`config.mk`:
```
export PLATFORM = sky130hd
export DESIGN_NAME = alarm_clock_ctrl
export DESIGN_NICKNAME = d
export VERILOG_FILES = /design/src/rtl/alarm_clock_ctrl_pkg.sv /design/src/rtl/alarm_clock_ctrl_hm_counter.sv /design/src/rtl/alarm_clock_ctrl.sv
export SDC_FILE = /design/constraint.sdc
export NUM_CORES = 1
export LEC_CHECK = 0
export BUFFER_PORTS_ARGS = -buffer_cell sky130_fd_sc_hd__buf_2
export CAP_MARGIN = 20
export CORE_MARGIN = 5
export CORE_UTILIZATION = 55
export DETAILED_ROUTE_END_ITERATION = 8
export GPL_ROUTABILITY_DRIVEN = 0
export GPL_TIMING_DRIVEN = 0
export HOLD_SLACK_MARGIN = 0.15
export PLACE_DENSITY = 0.76
export SYNTH_ARGS = -nofsm -noshare
export SYNTH_HDL_FRONTEND = slang
export SYNTH_SLANG_ARGS = --single-unit
```
`constraint.sdc`:
```
create_clock -name clk256 -period 3.7 [get_ports clk256]
set_input_delay 0.74 -clock clk256 [delete_from_list [all_inputs] [get_ports clk256]]
set_output_delay 0.74 -clock clk256 [all_outputs]
set_load 0.05 [all_outputs]
```
`src/rtl/alarm_clock_ctrl_pkg.sv`:
```
// Shared state encoding and field limits for the alarm clock controller.
package clock_pkg;

  localparam int HOURS_W = 5;
  localparam int MINS_W  = 6;

  localparam logic [HOURS_W-1:0] HOURS_MAX = 5'd23;
  localparam logic [MINS_W-1:0]  MINS_MAX  = 6'd59;

  typedef enum logic [2:0] {
    NORMAL        = 3'd0,
    SET_TIME_HR   = 3'd1,
    SET_TIME_MIN  = 3'd2,
    SET_ALARM_HR  = 3'd3,
    SET_ALARM_MIN = 3'd4
  } state_t;

  function automatic state_t next_mode(input state_t s);
    case (s)
      NORMAL:        return SET_TIME_HR;
      SET_TIME_HR:   return SET_TIME_MIN;
      SET_TIME_MIN:  return SET_ALARM_HR;
      SET_ALARM_HR:  return SET_ALARM_MIN;
      default:       return NORMAL;
    endcase
  endfunction

endpackage

```
`src/rtl/alarm_clock_ctrl_hm_counter.sv`:
```
// HH:MM register: carrying minute increment plus wrap-only hour and minute edits.
// inc_min_i wins over the edit strobes; callers never raise them together.
module hm_counter
  import clock_pkg::*;
(
  input  logic               clk_i,
  input  logic               rst_n_i,
  input  logic               inc_min_i,
  input  logic               inc_hr_i,
  input  logic               inc_min_nocarry_i,
  output logic [HOURS_W-1:0] hours_o,
  output logic [MINS_W-1:0]  mins_o
);

  logic [HOURS_W-1:0] hours_q, hours_d, hours_inc;
  logic [MINS_W-1:0]  mins_q, mins_d, mins_inc;

  assign hours_inc = (hours_q == HOURS_MAX) ? '0 : hours_q + HOURS_W'(1);
  assign mins_inc  = (mins_q == MINS_MAX) ? '0 : mins_q + MINS_W'(1);

  always_comb begin
    hours_d = hours_q;
    mins_d  = mins_q;
    if (inc_min_i) begin
      mins_d = mins_inc;
      if (mins_q == MINS_MAX) hours_d = hours_inc;
    end else if (inc_min_nocarry_i) begin
      mins_d = mins_inc;
    end else if (inc_hr_i) begin
      hours_d = hours_inc;
    end
  end

  always_ff @(posedge clk_i or negedge rst_n_i) begin
    if (!rst_n_i) begin
      hours_q <= '0;
      mins_q  <= '0;
    end else begin
      hours_q <= hours_d;
      mins_q  <= mins_d;
    end
  end

  assign hours_o = hours_q;
  assign mins_o  = mins_q;

endmodule

```
`src/rtl/alarm_clock_ctrl.sv`:
```
// Alarm clock sequencer: minute counting, key-driven set-mode FSM and alarm ring control.
// Display, fast_mode and tg_reset are registered one cycle behind the state they reflect.
module alarm_clock_ctrl
  import clock_pkg::*;
#(
  parameter int RING_MINUTES = 1
) (
  input  logic               clk256,
  input  logic               reset_n,
  input  logic               one_minute,
  input  logic               key_mode,
  input  logic               key_adv,
  input  logic               key_stop,
  input  logic               key_fast,
  input  logic               alarm_en,
  output logic               fast_mode,
  output logic               tg_reset,
  output logic [HOURS_W-1:0] disp_hours,
  output logic [MINS_W-1:0]  disp_mins,
  output logic               disp_sel,
  output logic [2:0]         mode_state,
  output logic               alarm_ring
);

  localparam logic [5:0] RING_LIM = 6'(RING_MINUTES);

  logic               rst_meta_q, rst_sync_q;
  state_t             state_q, state_d;
  logic               min_q, min_prev_q, ticked_q;
  logic               ring_q, ring_d;
  logic [5:0]         ring_cnt_q, ring_cnt_d;
  logic               fast_q, tg_q, sel_q;
  logic [HOURS_W-1:0] disp_hours_q, time_hours, alarm_hours;
  logic [MINS_W-1:0]  disp_mins_q, time_mins, alarm_mins;
  logic               minute_tick, time_frozen, show_alarm, adv;
  logic               alarm_match, ring_expire;

  // Reset asserts immediately but releases only on a clock edge.
  always_ff @(posedge clk256 or negedge reset_n) begin
    if (!reset_n) begin
      rst_meta_q <= 1'b0;
      rst_sync_q <= 1'b0;
    end else begin
      rst_meta_q <= 1'b1;
      rst_sync_q <= rst_meta_q;
    end
  end

  assign minute_tick = min_q & ~min_prev_q;
  assign time_frozen = (state_q == SET_TIME_HR) || (state_q == SET_TIME_MIN);
  assign show_alarm  = (state_q == SET_ALARM_HR) || (state_q == SET_ALARM_MIN);
  assign adv         = key_adv & ~key_mode;
  assign state_d     = key_mode ? next_mode(state_q) : state_q;

  hm_counter u_time (
    .clk_i             (clk256),
    .rst_n_i           (rst_sync_q),
    .inc_min_i         (minute_tick & ~time_frozen),
    .inc_hr_i          (adv & (state_q == SET_TIME_HR)),
    .inc_min_nocarry_i (adv & (state_q == SET_TIME_MIN)),
    .hours_o           (time_hours),
    .mins_o            (time_mins)
  );

  hm_counter u_alarm (
    .clk_i             (clk256),
    .rst_n_i           (rst_sync_q),
    .inc_min_i         (1'b0),
    .inc_hr_i          (adv & (state_q == SET_ALARM_HR)),
    .inc_min_nocarry_i (adv & (state_q == SET_ALARM_MIN)),
    .hours_o           (alarm_hours),
    .mins_o            (alarm_mins)
  );

  // ticked_q marks the cycle where time has just been advanced by a tick in NORMAL,
  // so key edits can never produce a match.
  assign alarm_match = ticked_q & (state_q == NORMAL) & alarm_en &
                       (time_hours == alarm_hours) & (time_mins == alarm_mins);

  always_comb begin
    ring_d      = ring_q;
    ring_cnt_d  = ring_cnt_q;
    ring_expire = 1'b0;
    if (ring_q && minute_tick) begin
      ring_cnt_d  = ring_cnt_q + 6'd1;
      ring_expire = (ring_cnt_q + 6'd1) == RING_LIM;
    end
    if (alarm_match) begin
      ring_d     = 1'b1;
      ring_cnt_d = '0;
    end
    if (key_stop || !alarm_en || (state_d != NORMAL) || ring_expire) ring_d = 1'b0;
  end

  always_ff @(posedge clk256 or negedge rst_sync_q) begin
    if (!rst_sync_q) begin
      state_q      <= NORMAL;
      min_q        <= 1'b0;
      min_prev_q   <= 1'b0;
      ticked_q     <= 1'b0;
      ring_q       <= 1'b0;
      ring_cnt_q   <= '0;
      fast_q       <= 1'b0;
      tg_q         <= 1'b0;
      sel_q        <= 1'b0;
      disp_hours_q <= '0;
      disp_mins_q  <= '0;
    end else begin
      state_q      <= state_d;
      min_q        <= one_minute;
      min_prev_q   <= min_q;
      ticked_q     <= minute_tick & (state_q == NORMAL);
      ring_q       <= ring_d;
      ring_cnt_q   <= ring_cnt_d;
      fast_q       <= key_fast & (state_q == NORMAL);
      tg_q         <= key_mode & (state_q == SET_TIME_MIN);
      sel_q        <= show_alarm;
      disp_hours_q <= show_alarm ? alarm_hours : time_hours;
      disp_mins_q  <= show_alarm ? alarm_mins : time_mins;
    end
  end

  assign fast_mode  = fast_q;
  assign tg_reset   = tg_q;
  assign disp_hours = disp_hours_q;
  assign disp_mins  = disp_mins_q;
  assign disp_sel   = sel_q;
  assign mode_state = state_q;
  assign alarm_ring = ring_q;

endmodule

```
---- Word-level counts from Yosys, hierarchy flattened ----
Cells that the tools add are included.
storage, ports and cells
  word-level logic and storage cells ...... 87
  register bits ........................... 51
  bits of input ports ..................... 8
  output and inout port bits .............. 18
cells by class
  add/subtract/negate cells ............... 5
  reductions and logical operators ........ 15
  equality and inequality tests ........... 13
  bitwise logic cells ..................... 18
  mux-type cells .......................... 19
operators with widths
  operator             count
  $mux 6               7
  $mux 5               7
  $add 6x1->6 const B  3
  $and 1x1->1          14
  $eq 6x6->1 const B   2
  $pmux 3 s4           1
  $add 5x1->5 const B  2
  $eq 5x5->1 const B   2
  $reduce_bool 2->1    4
  $eq 3x2->1 const B   2
  $eq 6x1->1 const B   1
  $eq 6x6->1           1
  $eq 5x5->1           1
  $logic_or 1x1->1     5
  $not 1->1            4
  $eq 3x1->1 const B   1
  $eq 3x3->1 const B   1
  $logic_not 3->1      1
  $mux 1               3
  $mux 3               1
  $reduce_and 3->1     1
  $reduce_bool 3->1    1
  $ne 2x1->1 const B   1
  $ne 2x2->1 const B   1
  other kinds (3)      3

---- Longest topological paths before layout ----
Gate-level depths: netlist (run 1).
  word-level depth ........................ 7
  gate-level depth with buffers ........... 6
  mapped depth without buffers ............ 5

---- Modules after synthesis ----
A second synthesis (run 1) with hierarchy kept.
unflattened totals
  cells, all modules ...................... 229
  area total of the unflattened synthesis .. 2,546.2 um^2
by module, submodules not included
  module            area an instance (um^2)  times used  seq. area each (um^2)  cells an instance
  alarm_clock_ctrl  1,422.6                  1           725.7                  125
  hm_counter        561.8                    2           275.3                  52

---- Worst setup path before layout (run 1) ----
No wires, ideal clock.
  path type ............................... input -> register
  start point ............................. input key_mode
  end point ............................... register u_alarm.hours_q[3], in the netlist u_alarm.hours_o[3]
  library setup time ...................... 125 ps
  cell stages on the path ................. 6
  slack ................................... 1,666 ps
  arrival ................................. 1,909 ps
  cell sequence ........................... buf_4 -> nor2b_4 -> or3b_1 -> buf_2 -> nor2_1 -> mux2_2
between the ends
  cells in the longest elaborated chain, start to end .. 5
  elaborated cells between the ends (all ways) .. 6
  classes of those cells .................. bitwise: 5; reduce/logical: 1
ends and longest elaborated chain
  what                                 line                               text
  start: declaration                   alarm_clock_ctrl.sv:11             input logic key_mode,
  $not 1->1 *                          alarm_clock_ctrl.sv:52             assign adv = key_adv & ~key_mode;
  $and 1x1->1 *                        alarm_clock_ctrl.sv:52
  $and 1x1->1                          alarm_clock_ctrl.sv:70             .inc_min_nocarry_i (adv & (state_q == SET_ALARM_MIN)),
  $not 1->1 (no source line)           --
  $reduce_and 2->1 (no source line) *  --
  end signal: assignment               alarm_clock_ctrl_hm_counter.sv:39  hours_q <= hours_d;
  end: declaration                     alarm_clock_ctrl_hm_counter.sv:15  logic [HOURS_W-1:0] hours_q, hours_d, hours_inc;
Mark *: on every way between the ends. The rest lies on a longest branch, timed or not.
A chain may end at the register's enable or synchronous reset.

---- Worst setup path after layout (run 1) ----
  start point ............................. register state_q[2], in the netlist mode_state[2]
  end point ............................... register disp_mins_q[3], in the netlist disp_mins[3]
between the ends
  cells in the longest elaborated chain, start to end .. 3
  elaborated cells between the ends (all ways) .. 4
  classes of those cells .................. eq/ne: 2; mux: 1; reduce/logical: 1
ends and longest elaborated chain
  what                                             line                     text
  start: declaration                               alarm_clock_ctrl.sv:28   state_t state_q, state_d;
  start signal: assignment                         alarm_clock_ctrl.sv:109  state_q <= state_d;
  $eq 3x2->1 / $eq 3x3->1 (equally long branches)  alarm_clock_ctrl.sv:51   assign show_alarm = (state_q == SET_ALARM_HR) || (state_q == SET_ALARM_MIN);
  $logic_or 1x1->1 *                               alarm_clock_ctrl.sv:51
  net show_alarm                                   alarm_clock_ctrl.sv:35   logic minute_tick, time_frozen, show_alarm, adv;
  $mux 6 *                                         alarm_clock_ctrl.sv:119  disp_mins_q <= show_alarm ? alarm_mins : time_mins;
  end signal: assignment                           alarm_clock_ctrl.sv:119
  end: declaration                                 alarm_clock_ctrl.sv:34   logic [MINS_W-1:0] disp_mins_q, time_mins, alarm_mins;
Mark *: on every way through the listed nets, which the timed path passes. The rest lies on a longest branch.

==> results of run 1 <==
-- through the flow --
stage	cells	utilization	worst slack, ps	power, uW
after global routing	327	0.627	1730	2310
after floorplan	240	-	1670	1610
after global placement	318	0.601	1590	1800
final	327	0.627	1840	2160
after CTS	327	0.627	1870	2170
after detailed placement	319	0.605	1590	1830
-- report_power, final --
group / internal, uW / switching, uW / total (uW)
combinational: 369 / 604 / 973
sequential: 704 / 141 / 844
clock: 171 / 176 / 347
-- logic make-up (layout without fill, tap and decap cells) --
logic type | after synthesis | after routing | share of synthesized area
muxes | 25 | 25 | 0.106
buffers and inverters | 21 | 54 | 0.0407
DFF | 51 | 51 | 0.489
AOI/OAI and AO/OA | 33 | 33 | 0.0881
and+or+nand+nor | 84 | 84 | 0.182
other | 1 | 1 | 0.00144
xor gates and xnor gates | 19 | 19 | 0.0637
adders and majority gates | 6 | 6 | 0.0287
-- sequential cells by signal (all words and copies together), names as in the netlist, 3 cells and up --
signal and cells:
u_time.mins_o 6, mode_state 3, u_alarm.mins_o 6, disp_mins 6, u_time.hours_o 5, u_alarm.hours_o 5, disp_hours 5, ring_cnt_q 6
-- worst register-to-register path: stages (launching register included) --
cell and delay (ps):
dfrtp_1 470, buf_2 220, o21ai_0 410, buf_4 290
mux2_2 370
-- placed cells by master (no fill, tap or decap), types with 2 or more instances in the layout --
| master | n |
|---|---|
| nand4_1 | 5 |
| nor4_1 | 2 |
| and2_2 | 2 |
| o211ai_1 | 2 |
| and3_1 | 6 |
| mux2i_1 | 3 |
| mux2_2 | 20 |
| nor2_1 | 21 |
| nand4b_1 | 2 |
| nor3_1 | 2 |
| a31oi_1 | 2 |
| mux2_1 | 2 |
| nand3_1 | 9 |
| clkbuf_8 | 7 |
| nand2_1 | 16 |
| buf_2 | 28 |
| a21oi_1 | 7 |
| ha_1 | 6 |
| o21ai_1 | 3 |
| a21o_1 | 2 |
| and3b_1 | 2 |
| buf_6 | 2 |
| xor2_1 | 5 |
| o21ai_0 | 6 |
| dfrtp_1 | 50 |
| clkbuf_1 | 5 |
| or3_1 | 2 |
| nor3b_1 | 2 |
| o2bb2ai_1 | 3 |
| nor2b_1 | 2 |
| inv_1 | 9 |
| buf_4 | 2 |
| xnor2_1 | 14 |
-- Yosys cell counts (2+ instances only) --
cell / count / area share
a21o_1: 2 / 0.0057
a21oi_1: 7 / 0.013
a31oi_1: 2 / 0.0048
and2_2: 2 / 0.0057
and3_1: 6 / 0.014
and3b_1: 2 / 0.0067
buf_2: 4 / 0.0077
buf_4: 2 / 0.0057
buf_6: 2 / 0.0086
clkbuf_1: 4 / 0.0057
dfrtp_1: 51 / 0.49
ha_1: 6 / 0.029
inv_1: 9 / 0.013
mux2_1: 2 / 0.0086
mux2_2: 20 / 0.086
mux2i_1: 3 / 0.011
nand2_1: 16 / 0.023
nand3_1: 9 / 0.017
nand4_1: 5 / 0.012
nand4b_1: 2 / 0.0067
nor2_1: 21 / 0.030
nor2b_1: 2 / 0.0048
nor3_1: 2 / 0.0038
nor3b_1: 2 / 0.0057
nor4_1: 2 / 0.0048
o211ai_1: 2 / 0.0057
o21ai_0: 6 / 0.011
o21ai_1: 3 / 0.0057
o2bb2ai_1: 3 / 0.010
or3_1: 2 / 0.0048
xnor2_1: 14 / 0.047
xor2_1: 5 / 0.017
-- routing by layer --
metal,GRT usage,vias up
met5,0,-
met4,0.0739,0
met3,0.0454,8
met2,0.278,49
met1,0.215,902
li1,-,900
-- path summary, 6_finish.rpt --
path | end | slack [ps] | cells after the start | startpoint
worst max register to register | disp_mins[3] | 1840 | 4 | mode_state[2]
worst min register to register | mode_state[0] | 250 | 0 | rst_sync_q
min in group clk256 | rst_sync_q | 360 | 0 | rst_meta_q
max in group asynchronous | ring_cnt_q[5] | 2930 | 1 | rst_sync_q
worst max-delay path | disp_mins[3] | 1840 | 4 | mode_state[2]
worst min-delay path | rst_sync_q | 200 | 1 | reset_n
-- layout make-up --
class / count / area share
Clock buffer: 8 / 0.0343
Tap cell: 54 / 0.0231
Timing Repair Buffer: 25 / 0.0480
Buffer: 12 / 0.0248
Inverter: 9 / 0.0116
Sequential cell: 51 / 0.437
Multi-Input combinational cell: 168 / 0.421
==> summary.txt, run 1 <==
Die
  – Die ar.: 6230 um^2
  – IO Pins: 26
  – Initial core utilization: 0.561
  – Core ar.: 4660 um^2
  – Die Wd: 78.9 um
  – Row cnt: 25
  – Die H: 78.9 um

GRT
  – Vias in the first global route: 1783
  – Gr ovfl total: 0
  – First-pass GRT wire length: 8270 um
  – Initial antenna violation count: 0
  – Largest net degree at the start of global routing: 28
  – GRT Overall Usage: 0.171

Clock tree
  – Clock sinks: 51
  – Clk buf depth: 2
  – Root Buffer Master: clkbuf_8
  – H-tree lvl count: 2
  – Clk slew on worst S/H paths: 90 ps
  – CTS buffer count: 5
  – Hold buffer count at CTS: 0
  – Post-CTS Setup Inserts: 0
  – CTS resizes: 0
  – Later-pin clock latency in the skew report: 300 ps
  – CTS tree: yes

Power
  – VDD IR max: 0.000454 V
  – Pwr Density: 741 nW/um^2
  – P_leak: 0.00133 uW

Setup path
  – Crit path DAT: 2040 ps
  – Buf+Inv Stages, Crit Path: 2
  – Crit path max-delay family: buffers and inverters
  – Crit path cell chain: buf_2 -> o21ai_0 -> buf_4 -> mux2_2
  – Crit Path Max Fanout: 10
  – Slowest stage cell on the critical path: dfrtp_1
  – CP max stage delay: 470 ps
  – Kind of critical path: flop to flop
  – Worst setup EP type: flop
  – CP Launch Type: flop
  – Worst Path Required: 3880 ps

Layout
  – Share of post-route cells with drive strength above 1: 0.260
  – Multi-input logic area: 1230 um^2
  – Layout fillers: 383
  – ANT cells: 0
  – Nets: 286
  – Cell area after layout: 2920 um^2
  – Area Overhead vs Synth: 11.8%
  – Storage cell area: 1280 um^2

Drt
  – WL met3: 262 um
  – Via Count: 1859
  – Uppermost layer routed: met4
  – WL per Instance: 14.7 um
  – DRC: 0
  – DRT iter0 DRCs: 80
  – Final wirelength: 4800 um
  – Vias/cell: 5.69
  – Final ANT Viol Nets: 0
  – Detail Route met2 WL: 2310 um
  – M1 wire length: 2150 um
  – First-pass iteration count of the detailed router: 4

STA
  – Final setup viols: 0
  – Max Fclk: 0.538 GHz
  – Setup TNS: 0 ps
  – Least-Margin Pin Slew: 526 ps
  – Period utilisation layout: 0.502
  – Max-slew violations: 0
  – Tmin final: 1860 ps
  – Clock skew: 4.65 ps
  – RSZ-0062 raised after global routing: false
  – Final Hold Fails: 0
  – Worst Hold Margin: 201 ps
  – Relative slew slack: 0.649

Yosys
  – Synth Net Count: 254
  – Mapped Cells: 240
  – Netlist cell types: 52
  – Mean post-synth cell area: 10.9 um^2
  – Yosys warns: 0
  – Asr flop ratio synth: 1.00
  – Register area share after synthesis: 0.489
  – Synthesized cell area: 2610 um^2
  – Seq cells post-synth: 51
  – Synth Flop Type: dfrtp_1
  – Post-synth EDFFs: 0

Placement
  – DP Area: 2820 um^2
  – DP HPWL: 3460 um
  – PortBufs: 24

Run status
  – Status: finished clean

Min path
  – Min-Delay Path Class: input port to asynchronous set/reset pin

Job
  – Number of max-cap violations: 0
(Power assumes the default switching activity.)
==> run 2, diff against run 1 <==
--- a/config.mk
+++ b/config.mk
@@ -8,12 +8,12 @@
 export BUFFER_PORTS_ARGS = -buffer_cell sky130_fd_sc_hd__buf_2
 export CAP_MARGIN = 20
 export CORE_MARGIN = 5
-export CORE_UTILIZATION = 55
+export CORE_UTILIZATION = 53
 export DETAILED_ROUTE_END_ITERATION = 8
 export GPL_ROUTABILITY_DRIVEN = 0
 export GPL_TIMING_DRIVEN = 0
 export HOLD_SLACK_MARGIN = 0.15
-export PLACE_DENSITY = 0.76
+export PLACE_DENSITY = 0.77
 export SYNTH_ARGS = -nofsm -noshare
 export SYNTH_HDL_FRONTEND = slang
 export SYNTH_SLANG_ARGS = --single-unit
==> constraint.sdc (replaced) <==
create_clock -name clk256 -period 1.7 [get_ports clk256]
set_input_delay 0.34 -clock clk256 [delete_from_list [all_inputs] [get_ports clk256]]
set_output_delay 0.34 -clock clk256 [all_outputs]
set_load 0.05 [all_outputs]
==> summary.txt, run 2 (synthesized netlist as in run 1, its figures left out) <==
Run status
  – Status: finished clean (unchanged)

Clock tree
  – Clk buf depth: 2 (unchanged)
  – Clock sinks: 51 (unchanged)
  – Clk slew on worst S/H paths: 90 ps (about the same)
  – CTS tree: yes (unchanged)
  – Later-pin clock latency in the skew report: 300 ps (about the same)
  – Root Buffer Master: clkbuf_8 (unchanged)
  – H-tree lvl count: 2 (unchanged)
  – CTS buffer count: 5 (unchanged)

Setup path
  – Crit path DAT: 1840 ps (was 2040 ps)
  – Kind of critical path: flop to flop (unchanged)
  – CP Launch Type: flop (unchanged)
  – Worst Path Required: 1890 ps (was 3880 ps)
  – Crit Path Max Fanout: 7 (was 10)
  – Worst setup EP type: flop (unchanged)

GRT
  – Initial antenna violation count: 0 (unchanged)
  – Vias in the first global route: 1842 (was 1783)
  – Largest net degree at the start of global routing: 34 (was 28)
  – Gr ovfl total: 0 (unchanged)
  – First-pass GRT wire length: 8290 um (was 8270 um)
  – GRT Overall Usage: 0.167 (was 0.171)

Die
  – IO Pins: 26 (unchanged)
  – Initial core utilization: 0.549 (was 0.561)
  – Core ar.: 4750 um^2 (was 4660 um^2)
  – Die H: 80.2 um (was 78.9 um)
  – Die Wd: 80.2 um (was 78.9 um)
  – Row cnt: 25 (unchanged)
  – Die ar.: 6430 um^2 (was 6230 um^2)

STA
  – Max-slew violations: 0 (unchanged)
  – Final setup viols: 0 (unchanged)
  – Clock skew: 8.46 ps (was 4.65 ps)
  – Period utilisation layout: 0.974 (was 0.502)
  – RSZ-0062 raised after global routing: true (was false)
  – Tmin final: 1660 ps (was 1860 ps)
  – Setup TNS: 0 ps (unchanged)
  – Max Fclk: 0.604 GHz (was 0.538 GHz)
  – Final Hold Fails: 0 (unchanged)

Layout
  – Area Overhead vs Synth: 15.8% (was 11.8%)
  – ANT cells: 0 (unchanged)
  – Layout fillers: 370 (was 383)
  – Final Non-Filler Cells: 347 (was 327)
  – Post-layout util: 0.636 (was 0.627)
  – Most frequent cells in the layout: 45 x dfrtp_1, 26 x buf_2, 20 x mux2_2, 20 x nor2_1, 16 x nand2_1 (was 50 x dfrtp_1, 28 x buf_2, 21 x nor2_1)
  – Most common cell after layout, fill and taps aside: dfrtp_1 (unchanged)
  – Share of post-route cells with drive strength above 1: 0.311 (was 0.260)
  – Nets: 294 (was 286)

Job
  – Number of max-cap violations: 0 (unchanged)

Drt
  – DRC: 0 (unchanged)
  – First-pass iteration count of the detailed router: 4 (unchanged)
  – WL per Instance: 13.7 um (was 14.7 um)
  – DRT iter0 DRCs: 71 (was 80)
  – Final ANT Viol Nets: 0 (unchanged)
  – Via Count: 1874 (was 1859)
  – Final wirelength: 4770 um (was 4800 um)
  – Vias/cell: 5.40 (was 5.69)

Power
  – P_leak: 0.00136 uW (was 0.00133 uW)
  – VDD IR max: 0.000952 V (was 0.000454 V)
  – Pwr Density: 1560 nW/um^2 (was 741 nW/um^2)

Placement
  – Placed insts: 332 (was 319)
  – PortBufs: 24 (unchanged)
  – DP HPWL: 3470 um (was 3460 um)

Min path
  – Min-Delay Path Class: flop to asynchronous set/reset pin (was input port to asynchronous set/reset pin)
-- run 2: changes by cell type in the layout (fill, tap and decap cells not counted), moves of 2 or more --
cell / delta
dfrtp_1: -5
o21ai_2: +2
dfrtp_2: +5
clkbuf_8: -2
dlygate4sd3_1: +2
buf_4: +8
buf_2: -2
-- run 2: worst max-delay path, stage by stage (launching register included) --
cell,delay (ps)
dfrtp_2,460
buf_6,150
or2_4,230
a211oi_4,260
o211ai_1,120
mux2_1,320
-- run 2: timing repair --
item                                    in CTS  in global routing
gates resized for setup                      2                  8
endpoints found under the hold margin        3                  0
endpoints found under the setup margin      15                 17
hold buffers                                 2                  0
buffers inserted                             2                  6
pin swaps                                    1                  2
-- run 2: report_power, final --
group          leakage, uW  switching, uW  internal, uW
Sequential        0.000621            307          1540
Combinational     0.000702           1330           898
Clock            0.0000383            367           284
-- run 2: final timing paths --
check	slack (ps)	endpoint	depth (start not counted)	from
setup / recovery	40	u_time.hours_o[4]	5	mode_state[0]
hold / removal	200	mode_state[0]	0	rst_sync_q
setup reg to reg	40	u_time.hours_o[4]	5	mode_state[0]
hold reg to reg	200	mode_state[0]	0	rst_sync_q
max in group asynchronous	1000	u_alarm.hours_o[4]	1	rst_sync_q
min in group clk256	260	fast_mode	2	key_fast
-- run 2: cell type report --
type	instances	area, um^2	area share
plain buffers	10	73.8	0.0244
clock buffers	7	76.3	0.0252
repair buffers	35	220	0.0728
flip-flops and latches	51	1280	0.424
well taps	67	83.8	0.0277
inverters	9	33.8	0.0112
multi-input cells	168	1250	0.414
-- run 2: stage by stage --
stage	setup WS [ps]	instance area [um^2]	power, uW	hold WS [ps]
3_5_place_dp	-67.0	2840	3990	127
2_1_floorplan	-3.94	2620	3520	44.4
4_1_cts	5.17	2960	4680	213
5_1_grt	-35.8	3030	5070	239
3_3_place_gp	-523	2820	3940	125
6_report	43.9	3030	4730	197
-- run 2: layer usage --
metal,wire length (um),GRT usage,vias up,part of all wire
li1,-,-,919,-
met1,2170,0.222,908,0.45
met2,2300,0.262,39,0.48
met3,214,0.0392,8,0.045
met4,88,0.0642,0,0.018
met5,0,0,-,0
